<file path="src/rtl/axi_pe_master.sv">
// axi_pe_master: AXI4 master engine on the PE side of the NoC network interface.
// Turns single-command requests from the PE sequencer into INCR bursts toward the NI
// AXI slave. One transaction is in flight at a time, and completion status is reported back.
//
// Ports:
//   clk_axi, arst_axi     clock, asynchronous active-high reset
//   cmd_valid/cmd_ready   command handshake; cmd_write, cmd_addr, cmd_len (beats - 1)
//   wr_data/valid/ready   write payload stream, passed straight through to the W channel
//   rd_data/valid/last    read payload stream from the R channel; rd_ready is its ready
//   done, done_err        one-cycle completion pulse and its error flag
//   axi_mosi_if           packed master-to-slave bundle, MSB first:
//                         {awvalid, awaddr, awlen, awsize, awburst,
//                          wvalid, wdata, wstrb, wlast, bready,
//                          arvalid, araddr, arlen, arsize, arburst, rready}
//   axi_miso_if           packed slave-to-master bundle, MSB first:
//                         {awready, wready, bvalid, bresp, arready, rvalid, rdata, rresp, rlast}
module axi_pe_master #(
   parameter int unsigned ASIZE          = 2,
   parameter int unsigned MAX_LEN        = 255,
   parameter int unsigned AXI_ADDR_WIDTH = 32,
   parameter int unsigned AXI_DATA_WIDTH = 32,
   parameter int unsigned AXI_ALEN_WIDTH = 8,
   localparam int unsigned MOSI_WIDTH    = 2 * AXI_ADDR_WIDTH + 2 * AXI_ALEN_WIDTH
                                           + AXI_DATA_WIDTH + AXI_DATA_WIDTH / 8 + 16,
   localparam int unsigned MISO_WIDTH    = AXI_DATA_WIDTH + 10
) (
   input  logic                      clk_axi,
   input  logic                      arst_axi,
   input  logic                      cmd_valid,
   output logic                      cmd_ready,
   input  logic                      cmd_write,
   input  logic [AXI_ADDR_WIDTH-1:0] cmd_addr,
   input  logic [AXI_ALEN_WIDTH-1:0] cmd_len,
   input  logic [AXI_DATA_WIDTH-1:0] wr_data,
   input  logic                      wr_valid,
   output logic                      wr_ready,
   output logic [AXI_DATA_WIDTH-1:0] rd_data,
   output logic                      rd_valid,
   output logic                      rd_last,
   input  logic                      rd_ready,
   output logic                      done,
   output logic                      done_err,
   output logic [MOSI_WIDTH-1:0]     axi_mosi_if,
   input  logic [MISO_WIDTH-1:0]     axi_miso_if
);

   localparam logic [2:0]                SizeCode = 3'(ASIZE);
   localparam logic [1:0]                BurstIncr = 2'b01;
   localparam logic [1:0]                RespOkay  = 2'b00;
   localparam logic [AXI_ALEN_WIDTH-1:0] MaxLen    = AXI_ALEN_WIDTH'(MAX_LEN);
   localparam logic [AXI_ALEN_WIDTH:0]   BeatOne   = 1;

   typedef enum logic [2:0] {StIdle, StAw, StW, StB, StAr, StR, StDone} state_e;

   state_e                    state_q, state_d;
   logic [AXI_ADDR_WIDTH-1:0] addr_q, addr_d;
   logic [AXI_ALEN_WIDTH-1:0] len_q, len_d;
   // One bit wider than the length field so a 256-beat burst cannot wrap the counter.
   logic [AXI_ALEN_WIDTH:0]   beat_q, beat_d;
   logic                      err_q, err_d;
   logic [AXI_ALEN_WIDTH-1:0] len_sat;
   logic                      last_beat;

   // Unpacked AXI channel signals.
   logic                      awvalid, wvalid, wlast, bready, arvalid, rready;
   logic [AXI_ADDR_WIDTH-1:0] awaddr, araddr;
   logic [AXI_ALEN_WIDTH-1:0] awlen, arlen;
   logic [2:0]                awsize, arsize;
   logic [1:0]                awburst, arburst;
   logic [AXI_DATA_WIDTH-1:0] wdata;
   logic [AXI_DATA_WIDTH/8-1:0] wstrb;
   logic                      awready, wready, bvalid, arready, rvalid, rlast;
   logic [1:0]                bresp, rresp;
   logic [AXI_DATA_WIDTH-1:0] rdata;

   assign axi_mosi_if = {awvalid, awaddr, awlen, awsize, awburst,
                         wvalid, wdata, wstrb, wlast, bready,
                         arvalid, araddr, arlen, arsize, arburst, rready};
   assign {awready, wready, bvalid, bresp, arready, rvalid, rdata, rresp, rlast} = axi_miso_if;

   // Oversized lengths saturate; the saturated value is what goes on the bus.
   assign len_sat   = (32'(cmd_len) > MAX_LEN) ? MaxLen : cmd_len;
   assign last_beat = (beat_q == {1'b0, len_q});

   always_comb begin
      state_d   = state_q;
      addr_d    = addr_q;
      len_d     = len_q;
      beat_d    = beat_q;
      err_d     = err_q;
      cmd_ready = 1'b0;
      wr_ready  = 1'b0;
      rd_data   = '0;
      rd_valid  = 1'b0;
      rd_last   = 1'b0;
      done      = 1'b0;
      done_err  = 1'b0;
      awvalid   = 1'b0;
      awaddr    = '0;
      awlen     = '0;
      awsize    = '0;
      awburst   = '0;
      wvalid    = 1'b0;
      wdata     = '0;
      wstrb     = '0;
      wlast     = 1'b0;
      bready    = 1'b0;
      arvalid   = 1'b0;
      araddr    = '0;
      arlen     = '0;
      arsize    = '0;
      arburst   = '0;
      rready    = 1'b0;

      case (state_q)
         StIdle: begin
            cmd_ready = 1'b1;
            if (cmd_valid) begin
               addr_d  = cmd_addr;
               len_d   = len_sat;
               beat_d  = '0;
               err_d   = 1'b0;
               state_d = cmd_write ? StAw : StAr;
            end
         end
         StAw: begin
            awvalid = 1'b1;
            awaddr  = addr_q;
            awlen   = len_q;
            awsize  = SizeCode;
            awburst = BurstIncr;
            if (awready) state_d = StW;
         end
         StW: begin
            wvalid   = wr_valid;
            wdata    = wr_data;
            wstrb    = '1;
            wlast    = last_beat;
            wr_ready = wready;
            if (wr_valid && wready) begin
               beat_d = beat_q + BeatOne;
               if (last_beat) state_d = StB;
            end
         end
         StB: begin
            bready = 1'b1;
            if (bvalid) begin
               if (bresp != RespOkay) err_d = 1'b1;
               state_d = StDone;
            end
         end
         StAr: begin
            arvalid = 1'b1;
            araddr  = addr_q;
            arlen   = len_q;
            arsize  = SizeCode;
            arburst = BurstIncr;
            if (arready) state_d = StR;
         end
         StR: begin
            rd_valid = rvalid;
            rd_data  = rdata;
            rd_last  = rlast;
            rready   = rd_ready;
            if (rvalid && rd_ready) begin
               beat_d = beat_q + BeatOne;
               if (rresp != RespOkay) err_d = 1'b1;
               if (rlast) begin
                  // rlast before the programmed length: slave cut the burst short.
                  if (!last_beat) err_d = 1'b1;
                  state_d = StDone;
               end
            end
         end
         StDone: begin
            done     = 1'b1;
            done_err = err_q;
            state_d  = StIdle;
         end
         default: state_d = StIdle;
      endcase
   end

   always_ff @(posedge clk_axi or posedge arst_axi) begin
      if (arst_axi) begin
         state_q <= StIdle;
         addr_q  <= '0;
         len_q   <= '0;
         beat_q  <= '0;
         err_q   <= 1'b0;
      end else begin
         state_q <= state_d;
         addr_q  <= addr_d;
         len_q   <= len_d;
         beat_q  <= beat_d;
         err_q   <= err_d;
      end
   end

endmodule

</file>
<file path="config.mk">
export PLATFORM = sky130hd
export DESIGN_NAME = axi_pe_master
export DESIGN_NICKNAME = d
export VERILOG_FILES = /design/src/rtl/axi_pe_master.sv
export SDC_FILE = /design/constraint.sdc
export NUM_CORES = 1
export LEC_CHECK = 0
export CAP_MARGIN = 15
export CORE_ASPECT_RATIO = 2
export CORE_MARGIN = 4
export CORE_UTILIZATION = 34
export DETAILED_ROUTE_END_ITERATION = 12
export MAX_ROUTING_LAYER = met4
export PLACE_DENSITY = 0.82
export SLEW_MARGIN = 10
export SYNTH_ARGS = -nofsm -noshare
export SYNTH_HDL_FRONTEND = slang
export SYNTH_SLANG_ARGS = --single-unit
</file>
<file path="constraint.sdc">
create_clock -name clk_axi -period 2.35 [get_ports clk_axi]
set_input_delay 0.5875 -clock clk_axi [delete_from_list [all_inputs] [get_ports clk_axi]]
set_output_delay 0.5875 -clock clk_axi [all_outputs]
set_load 0.01 [all_outputs]
</file>
# Word level (Yosys, flattened, before mapping)
# Index checks and enable logic that the tools add are counted.
# classes
muxes	45
n_eq_ne	16
reduce_logical	11
add_sub_neg	1
# ops
cell	count
$mux W32	4
$mux W3	9
$mux W9	3
$pmux W9 S3	1
$mux W1	21
$ne A2 B2 Y1 const B	9
$pmux W3 S6	1
$mux W8	2
$add A9 B1 Y9 const B	1
$eq A3 B3 Y1 const B	3
$eq A9 B8 Y1	1
$reduce_and A8 Y1	1
$eq A3 B2 Y1 const B	2
$reduce_bool A3 Y1	2
$reduce_and A5 Y1	1
$mux W2	2
$mux W4	1
$reduce_and A4 Y1	1
$reduce_bool A2 Y1	2
$eq A3 B1 Y1 const B	1
$logic_not A3 Y1	1
$pmux W1 S3	1
$logic_and A1 B1 Y1	2
$reduce_and A2 Y1	1
# totals
word_cells	78
regBits	53

# Longest topological paths before layout
# Gate-level depths: netlist (run 1).
# depth
word_depth	6
depth_mapped	6
ltp_nobuf	5

# Worst setup path after synthesis (run 1)
# Ideal clock, no wire load.
# synth_timing
path_type	reg-to-output
startpoint	reg state_q[0]
endpoint	out axi_mosi_if[36]
stages_incl_launch_ff	6
setup_slack_ps	384
required_time_ps	1762
arrival_time_ps	1379
cell_sequence	dfrtp_1 > buf_4 > clkbuf_1 > nor2_1 > clkbuf_1 > and2_1
# synth_via
elab_chain_cells	2
# synth_rtl
element	line_no	rtl
start, declared	55	state_e state_q, state_d;
start signal, assigned	186	state_q <= StIdle;
start signal, assigned	192	state_q <= state_d;
$eq A3 B3 Y1	115	case (state_q)
$mux W32	115	
end, declared	43	output logic [MOSI_WIDTH-1:0] axi_mosi_if,
# No other way between the ends.

# Worst setup path in the final report (run 1)
# layout_timing
startpoint	reg state_q[2]
endpoint	out axi_mosi_if[24]
# Same word-level chain as after synthesis.

==> results.toml, run 1 <==
[timing]
min_period_ns = 2.35
max_freq_mhz = 425
setup_viol = 2
rsz0062_at_grt = "true"
fin_ws_ns = -0.000736
drv_slew = 0
setup-tns-final_ns = -0.00124
fin_skew_ns = 0.00592
period_share_pct = 100
worst_hold_slack_ns = 0.490
hold_violations = 0

[power_and_ir_drop]
power_frac_seq_pct = 25.3
clockPowerShare_pct = 11.4
leakage_nw = 3.56
ir_drop_v = 0.000625
p_sw_share_pct = 41.0
combPwrFrac_pct = 63.2
switchingPower_mw = 2.62
intPower_mw = 3.77
power.density_mw_per_mm2 = 934

[clocking]
cts_made_buffers = 5
clk_path_buf_depth = 2
path_clk_slew_ns = 0.06
clk_latency_ns = 0.29
htreeDepth = 2
hold_buffers = 0
cts.root.buffer_cell = "clkbuf_16"
cts.sink_count = 53
cts_tree = "done"

[placed_design]
globalplace.congestion = 0.888
dp_hpwl_mm = 12.3
postPlaceCellArea_mm2 = 0.00681
portBuffers = 283

[yosys]
synth_top_area_share_pct = 35.9
synth-simple-area-share_pct = 46.7
netlist_area_mm2 = 0.00369
yosysTopAreaCell = "dfrtp_1"
ys_types = 48
synth_compound_area_share_pct = 6.57
yosys_most_used_dff = "dfrtp_1"
synth.most_common_cell = "and2_1"
syn_area_per_cell_um2 = 7.68
yosys-top-cells-area = "dfrtp_1 (36%), and2_1 (25%), nand2_1 (13%), buf_4 (4.1%), clkbuf_1 (2.7%)"
ys_seq_area_share_pct = 35.9
synth_top_family_by_area = "simple AND/OR/NAND/NOR gates"
ys_ff_latch = 53
synth_edf_count = 0
netlist_instances = 481
synthAdderAreaFrac_pct = 0.339
synth-xor-area-share_pct = 1.90
synth.area.mux_share_pct = 0.847
yosysWarnings = 0
netlist_top_cells_count = "and2_1 (150), nand2_1 (131), dfrtp_1 (53)"
async_reset_ff_share_pct = 100

[critical_path]
crit_end = "axi_mosi_if[24]"
worstRegToRegCells = 8
r2r-end = "beat_q[8]$_DFFE_PP0P_"
worstPathMaxFanout = 11
worstPathArrival_ns = 1.76
startpoint_type = "flop"
crit_start = "state_q[2]$_DFFE_PP0P_"
reg2reg_slack_ns = 0.20
path_class = "reg2out"
end_kind = "output pin"
cp.required_ns = 1.76
r2r-start = "state_q[1]$_DFFE_PP0P_"

[route]
first_iter_violations = 239
drtPass1Iterations = 4
postRouteAntennaNets = 0
wl_per_cell_um = 17.6
drt-total-wl_mm = 16.4
drcViolationCount = 0
vias = 4501
vias_per_cell = 4.82

[min_path]
min_from = "addr_q[30]$_DFFE_PP0P_"
hold_class = "reg2reg"
whs_path_depth = 2

[global_route]
grt_max_degree = 54
grt_overflow = 0
first_global_vias = 4534
antenna_found_initial = 1
grt_pass1_wl_mm = 23.8
grtUsageTotal_pct = 25.1

[cells_and_area]
area_growth_pct = 85.3
fill_cells = 900
design_area_mm2 = 0.00685
fin_nets = 915
drive_gt1_share_pct = 25.3

[die]
die_h_um = 155
dieArea_mm2 = 0.0127
coreArea_mm2 = 0.0105
rows = 53
initial_core_util_pct = 35.0
fp.dieW_um = 81.7
ios = 290

[outcome]
status = "finished with violations"
violations = "setup timing"

[flow_run]
cap_violations = 0
## worst max-delay path: stages (launching register included)
cell             delay (ns)
dfrtp_2                0.45
buf_4                  0.16
nand2b_4               0.07
nor2_4                 0.04
buf_6                  0.12
bufbuf_16              0.26
and2_1                 0.15
clkdlybuf4s15_2        0.22
## power by group through the flow
| stage | sequential, mW | clock [mW] | combinational (mW) |
|---|---|---|---|
| final | 1.62 | 0.731 | 4.04 |
| after global routing | 1.68 | 0.789 | 4.40 |
| after CTS | 1.62 | 0.751 | 3.93 |
| after detailed placement | 1.65 | 0 | 3.79 |
| after global placement | 1.63 | 0 | 3.70 |
| after floorplan | 1.48 | 0 | 1.93 |
## state kept, by name (all words and copies together) (netlist names)
register and cells:
state_q 3, len_q 8, beat_q 9, addr_q 32, err_q 1
## layer usage
layer	vias up	wire, um	share of wire (%)	track usage, %
li1	2135	-	-	-
met1	2083	5510	34	25.4
met2	240	8940	54	45.6
met3	43	1320	8.1	4.58
met4	0	648	3.9	10.5
met5	-	0	0	-
## timing repair
action	in CTS	in global routing
cloned	5	4
resized for setup	314	178
endpoints found under the hold margin	0	0
pin swaps	4	2
buffers inserted	16	1
endpoints found under the setup margin	164	111
## worst min path at each step
stage                                        end
after floorplan            addr_q[0]$_DFFE_PP0P_
after global placement    addr_q[30]$_DFFE_PP0P_
after detailed placement  addr_q[26]$_DFFE_PP0P_
after CTS                 addr_q[26]$_DFFE_PP0P_
after global routing       addr_q[2]$_DFFE_PP0P_
final                     addr_q[30]$_DFFE_PP0P_
## metrics by stage
stage	worst slack, ns	cells	power (mW)	util, %
after global routing	-0.0658	933	6.86	64.9
after detailed placement	-0.0507	898	5.44	64.6
after CTS	-0.0458	927	6.31	66.8
final	-0.000736	933	6.39	64.9
after global placement	-0.0406	898	5.33	64.6
after floorplan	0.384	486	3.41	-
## layout by cell type (no fill, tap or decap), types with 2 or more instances in the layout
cell type        instances
clkdlybuf4s15_2          4
dlygate4sd2_1           17
and4_1                   2
and3_1                   4
clkdlybuf4s15_1         38
o22ai_1                  2
and2_1                 150
nand4_1                  3
nor2_1                  17
nand3_1                  5
buf_6                    6
mux2i_1                  2
buf_8                    5
o21ai_0                  3
conb_1                   6
clkbuf_2                60
buf_12                   6
o311ai_0                 2
buf_2                   45
nor4_1                   2
clkdlybuf4s50_1        119
buf_4                   45
dfrtp_1                 50
o211ai_1                 3
nor3_1                   3
a31o_2                   4
a41oi_1                  2
clkbuf_16                9
inv_1                    2
a31oi_1                  3
a21oi_1                  3
nand2_1                131
dfrtp_2                  3
xor2_1                   8
## cells by family (layout without fill, tap and decap cells)
| logic type | count (synthesis) | in the layout |
|---|---|---|
| muxes | 3 | 3 |
| AOI/OAI and AO/OA | 31 | 31 |
| adders and majority gates | 1 | 1 |
| and+or+nand+nor | 331 | 331 |
| other | 1 | 7 |
| buffers and inverters | 53 | 362 |
| xor gates and xnor gates | 8 | 8 |
| DFF | 53 | 53 |
## area by class of cell
| class | instances | area [um^2] | area share [%] |
|---|---|---|---|
| repair buffers | 351 | 3050 | 44.6 |
| multi-input cells | 380 | 2140 | 31.2 |
| flip-flops and latches | 53 | 1330 | 19.4 |
| well taps | 137 | 171 | 2.50 |
| clock buffers | 6 | 129 | 1.88 |
| clock inverters | 2 | 13.8 | 0.201 |
| inverters | 3 | 11.3 | 0.164 |
| diodes | 1 | 2.50 | 0.0365 |
(Power assumes the default switching activity.)
==> run 2, diff against run 1 <==
clock period = 2.4 ns   (was 2.35 ns; I/O delays follow)
==> results.toml, run 2 (same netlist as run 1, synthesis figures left out) <==
[global_route]
top_usage_layer = "met2"
grt_overflow = 0
grt_pass1_wl_mm = 23.8
grt_use_met1_pct = 26.0
grt_max_degree = 32
antenna_found_initial = 1
use_met2_pct = 45.7
first_global_vias = 4509
use_met3_pct = 5.16
grtUsageTotal_pct = 25.0

[clocking]
htreeDepth = 2
cts_tree = "done"
path_clk_slew_ns = 0.06
clk_latency_ns = 0.29
clk_path_buf_depth = 2
cts.sink_count = 53
cts.root.buffer_cell = "clkbuf_16"
cts_made_buffers = 5
hold_buffers = 0

[flow_run]
cap_violations = 0

[outcome]
status = "complete, no violations"

[timing]
max_slew_margin_pct = 65.4
fin_ws_ns = 0.0457
drv_slew = 0
rsz0062_at_grt = "true"
setup_viol = 0
period_share_pct = 98.1
hold_violations = 0
fin_skew_ns = 0.00807
worstMarginPinSlew_ns = 0.518
min_period_ns = 2.35
max_freq_mhz = 425

[critical_path]
path_class = "reg2out"
reg2reg_slack_ns = 0.32
worstPathMaxFanout = 21
worstPathArrival_ns = 1.75
end_kind = "output pin"
cp.required_ns = 1.80
startpoint_type = "flop"

[route]
drtPass1Iterations = 4
vias = 4366
first_iter_violations = 112
postRouteAntennaNets = 0
wl_per_cell_um = 17.3
drt-total-wl_mm = 16.0
vias_per_cell = 4.74
drcViolationCount = 0

[cells_and_area]
reg.largest.list = "addr_q x32, beat_q x9, len_q x8"
design_area_mm2 = 0.00696
area_growth_pct = 88.4
largest_reg_flops = 32
fin_nets = 903
layout_commonest_cell = "and2_1"
regMostFlops = "addr_q"
most-common-layout-cells = "and2_1 (149), nand2_1 (131), clkdlybuf4s50_1 (119), dlygate4sd2_1 (66), dfrtp_1 (49)"
drive_gt1_share_pct = 19.2

[power_and_ir_drop]
ir_drop_v = 0.000492
leakage_nw = 3.67
power.density_mw_per_mm2 = 897

[die]
dieArea_mm2 = 0.0127
initial_core_util_pct = 35.0
die_h_um = 155
coreArea_mm2 = 0.0105
ios = 290
fp.dieW_um = 81.7
rows = 53

[placed_design]
postPlaceCellArea_mm2 = 0.00675
dp_hpwl_mm = 12.1
globalplace.congestion = 0.889
portBuffers = 283
pre_cts_ws_ns = -0.0581

[min_path]
hold_class = "reg2reg"
## run 2: final timing paths
check                                       startpoint                     end  cells after the start
worst max-delay path            state_q[2]$_DFFE_PP0P_         axi_mosi_if[76]                      6
min in group asynchronous                     arst_axi   beat_q[8]$_DFFE_PP0P_                      2
worst max register to register  state_q[2]$_DFFE_PP0P_  addr_q[27]$_DFFE_PP0P_                      7
worst min register to register  addr_q[30]$_DFFE_PP0P_  addr_q[30]$_DFFE_PP0P_                      2
max in group asynchronous                     arst_axi  state_q[1]$_DFFE_PP0P_                      3
worst min-delay path            addr_q[30]$_DFFE_PP0P_  addr_q[30]$_DFFE_PP0P_                      2
## run 2: where the power goes
| part | switching [mW] | internal, mW | leakage [nW] |
|---|---|---|---|
| Clock | 0.308 | 0.521 | 0.0841 |
| Sequential | 0.330 | 1.26 | 0.669 |
| Combinational | 1.87 | 1.95 | 2.92 |
## run 2: what timing repair did
item	in CTS	in global routing
gates resized for setup	271	114
gates cloned	5	3
pin swaps	1	2
setup buffers	7	8
endpoints found under the setup margin	162	65
## run 2: critical path, stage by stage, from the launching register on
cell and delay (ns):
dfrtp_2 0.43, buf_12 0.14, nor3b_4 0.20, buf_4 0.16
buf_16 0.14, and2_1 0.12, dlygate4sd2_1 0.27
## run 2: metrics by stage
step / hold WS (ns) / TNS, ns / power [mW] / cells / utilization (%)
global placement: 0.464 / -0.651 / 5.15 / 890 / 64.0
CTS: 0.489 / -2.25 / 6.10 / 910 / 66.2
detailed placement: 0.473 / -1.39 / 5.27 / 890 / 64.0
global route: 0.523 / -0.0510 / 6.72 / 921 / 66.0
finish: 0.484 / 0 / 6.24 / 921 / 66.0
floorplan: 0.451 / 0 / 3.34 / 486 / -
## run 2: cell type report
cell class	instances	area, um^2
clock buffer	7	143
tap	137	171
inverter	3	11.3
multi-input combinational	380	2150
fill	924	3580
timing repair buffer	339	3120
antenna	1	2.50
clock inverter	1	30.0
sequential	53	1330
## run 2: per-layer routing
layer	vias up	wire, um
met5	-	0
met4	0	403
met3	26	1200
met2	196	8790
met1	2038	5560
li1	2106	-
